## src/rtl/shift_register.sv

```systemverilog
// Serial-in, serial-out / parallel-out shift register of N bits.
// Ports: clk, reset (sync, high), s_in -> s_out (oldest bit), Q_out (all bits, [0] newest).
module shift_register #(
  parameter int             N           = 8,
  parameter logic [N-1:0]   RESET_VALUE = '0
) (
  input  logic         clk,
  input  logic         reset,
  input  logic         s_in,
  output logic         s_out,
  output logic [N-1:0] Q_out
);

  if (N < 1) begin : g_bad_n
    $error("shift_register: N must be >= 1");
  end

  logic [N-1:0] q;

  if (N == 1) begin : g_one
    always_ff @(posedge clk) begin
      if (reset) q <= RESET_VALUE;
      else       q <= s_in;
    end
  end else begin : g_many
    always_ff @(posedge clk) begin
      if (reset) q <= RESET_VALUE;
      else       q <= {q[N-2:0], s_in};
    end
  end

  assign Q_out = q;
  assign s_out = q[N-1];

endmodule

```

## config.mk

```make
export PLATFORM = sky130hd
export DESIGN_NAME = shift_register
export DESIGN_NICKNAME = d
export VERILOG_FILES = /design/src/rtl/shift_register.sv
export SDC_FILE = /design/constraint.sdc
export NUM_CORES = 1
export LEC_CHECK = 0
export ABC_AREA = 1
export CORE_AREA = 5 5 42 44
export DETAILED_ROUTE_END_ITERATION = 7
export DIE_AREA = 0 0 47 49
export SETUP_SLACK_MARGIN = 0.05
export SLEW_MARGIN = 20
export SYNTH_ARGS = -nofsm -noshare
export SYNTH_HDL_FRONTEND = slang
export SYNTH_SLANG_ARGS = --single-unit
```

## constraint.sdc

```tcl
create_clock -name clk -period 0.8 [get_ports clk]
set_clock_uncertainty 0.1 [all_clocks]
set_input_delay 0.16 -clock clk [delete_from_list [all_inputs] [get_ports clk]]
set_output_delay 0.16 -clock clk [all_outputs]
set_load 0.02 [all_outputs]
```

==> results.yml <==
drt:
  vias_per_cell: 3.327
  drt-total-wl_um: 431
  route.detailed.drc: 0
  wire_per_inst_um: 7.836
  ant_nets: 0
  drt_iter0_markers: 0
  first_pass_iters: 1
  route.vias.total: 183
synthesis:
  synth.area.top_cells: "dfxtp_1 67%, inv_1 13%, nor2_1 13%, buf_6 4.7%, buf_4 3.1%"
  syn_area_um2: 239.0
  syn_area_per_cell_um2: 9.192
  synth_top_area_frac: 0.6702
  seq_area_frac_synth: 0.6702
  synth_warnings: 0
  syn_nets: 29
  synth_cells: 26
  ys_ff_latch: 8
  ys_types: 5
  synth_top_cell_by_area: "dfxtp_1"
clocking:
  cts-buffers-inserted: 3
  path_clk_slew_ns: 0.06
  clk_path_buf_depth: 2
  clock-sinks: 8
  clk_latency_ns: 0.25
  clockRootBuffer: "clkbuf_4"
  cts_tree: "built"
  htree_levels: 1
  cts_setup_buffers: 0
floorplan:
  start_util: 0.1705
  pin_count: 12
  die_y_um: 49
  placementRows: 14
  die_area_um2: 2303
  core_area_um2: 1401
  die_w_um: 47
timing:
  slew-limit-headroom: 0.8064
  slew_violations: 0
  setup_violations: 9
  rsz0062_at_grt: "yes"
  period_minus_slack_ns: 0.9787
  worst_slew_pin_slew_ns: 0.2904
  timing.final.crit_share: 1.223
  hold_viol: 0
  fin_ws_ns: -0.1787
  timing.fmax_mhz: 1022
worst_hold_path:
  min_path_cells: 2
  hold_class: "in2reg"
  hold_end: "Q_out[0]"
  min_from: "reset"
critical_path:
  reg2regPathDepth: 2
  crit_family: "flip-flops"
  critPathKind: "reg2out"
  path_max_fanout: 2
  cp.arrival_ns: 0.72
  cp.required_ns: 0.54
  reg2reg_slack_ns: 0.17
  crit_chain: "buf_6"
  cp-end-kind: "primary output"
  slowest_delay_ns: 0.34
  path_buf_inv: 1
  rr_endpoint: "Q_out[2]"
  r2r_start: "Q_out[1]"
  start_kind: "flip-flop"
  crit_cells: 1
  cp_slowest_cell: "dfxtp_4"
finish:
  multi_input_area_um2: 30.03
  n_antenna_cell: 0
  ff_latch_area_um2: 172.7
  fin_nets: 43
  largest_reg_flops: 8
  fillCellCount: 167
  drive_gt1_frac: 0.5128
  fin_cells: 55
  stdcell_area_um2: 399.1
  area_growth_pct: 67.02
grt:
  overflow: 0
  grt_pass1_wl_um: 655
  grt_pass1_vias: 174
  grt_max_degree: 9
  antenna_found_initial: 0
  grtUsageTotal: 0.04302
placement:
  place.gp.congestion: 0.5721
  io_buffers: 11
  dpl_worst_slack_ns: -0.3806
  placed_cell_area_um2: 354.1
  place_hpwl_um: 318.8
  dp_cells: 51
power:
  pwr-share-clk: 0.414
  p_sw_uw: 160.7
  comb_power_share: 0.060
  peakVddDrop_uv: 496.7
  p_int_uw: 619.4
  pwr-share-seq: 0.526
  p_per_area_nw_per_um2: 1954
  leakage_uw: 0.0001778
  power_uw: 780.1
  switching_share: 0.2060
status:
  failed_checks: "setup timing"
  status: "complete, but fails checks"
job:
  cap_violations: 0
repair_timing:
action / CTS / global route
hold buffers: 0 / 0
endpoints found under the setup margin: 17 / 9
gates resized for setup: 62 / 0
placed cells by master, fill, tap and decap left out, drive strengths merged:
master,n
buf,9
clkbuf,4
clkdlybuf4s50,1
dfxtp,8
dlygate4sd2,1
inv,8
nor2,8
worst max-delay path by stage:
stage	start	to	slack, ns
2_1_floorplan	Q_out[7]	Q_out[7]	0.06
3_3_place_gp	Q_out[3]	Q_out[3]	-0.38
3_5_place_dp	Q_out[3]	Q_out[3]	-0.38
4_1_cts	Q_out[7]	Q_out[7]	-0.20
5_1_grt	Q_out[7]	Q_out[7]	-0.21
6_report	Q_out[7]	Q_out[7]	-0.18
logic make-up (layout without fill, tap and decap cells):
kind of cell / count (synthesis) / after routing / synth area share
and+or+nand+nor: 8 / 8 / 0.1257
buffers and inverters: 10 / 23 / 0.2042
DFF: 8 / 8 / 0.6701
layer usage:
| layer | vias up | track usage | wire [um] |
|---|---|---|---|
| met5 | - | 0 | 0 |
| li1 | 95 | - | - |
| met2 | 8 | 0.05430 | 208 |
| met3 | 0 | 0.03321 | 52 |
| met4 | 0 | 0.04147 | 0 |
| met1 | 80 | 0.04194 | 170 |
synth_stat cells:
cell     number
buf_4         1
buf_6         1
dfxtp_1       8
inv_1         8
nor2_1        8
layout make-up:
class / instances / area share
clock buffers: 4 / 0.06583
repair buffers: 11 / 0.3009
multi-input cells: 8 / 0.07524
inverters: 8 / 0.07524
flip-flops and latches: 8 / 0.4326
well taps: 16 / 0.05016
through the flow:
| stage | hold WS [ns] | TNS [ns] | util |
|---|---|---|---|
| after floorplan | 0.1670 | 0 | - |
| after global placement | 0.3027 | -5.813 | 0.2527 |
| after detailed placement | 0.3082 | -5.924 | 0.2527 |
| after CTS | 0.2865 | -1.527 | 0.2848 |
| after global routing | 0.2898 | -1.700 | 0.2848 |
| final | 0.2872 | -1.386 | 0.2848 |
power groups by stage:
stage	sequential [uW]	combinational, uW	clock (uW)
floorplan	426	15.2	0
global placement	415	48.3	0
detailed placement	416	48.2	0
CTS	410	48.2	349
global route	411	50.4	371
finish	410	47.0	323
No activity file was read; power rests on OpenSTA's default activity.
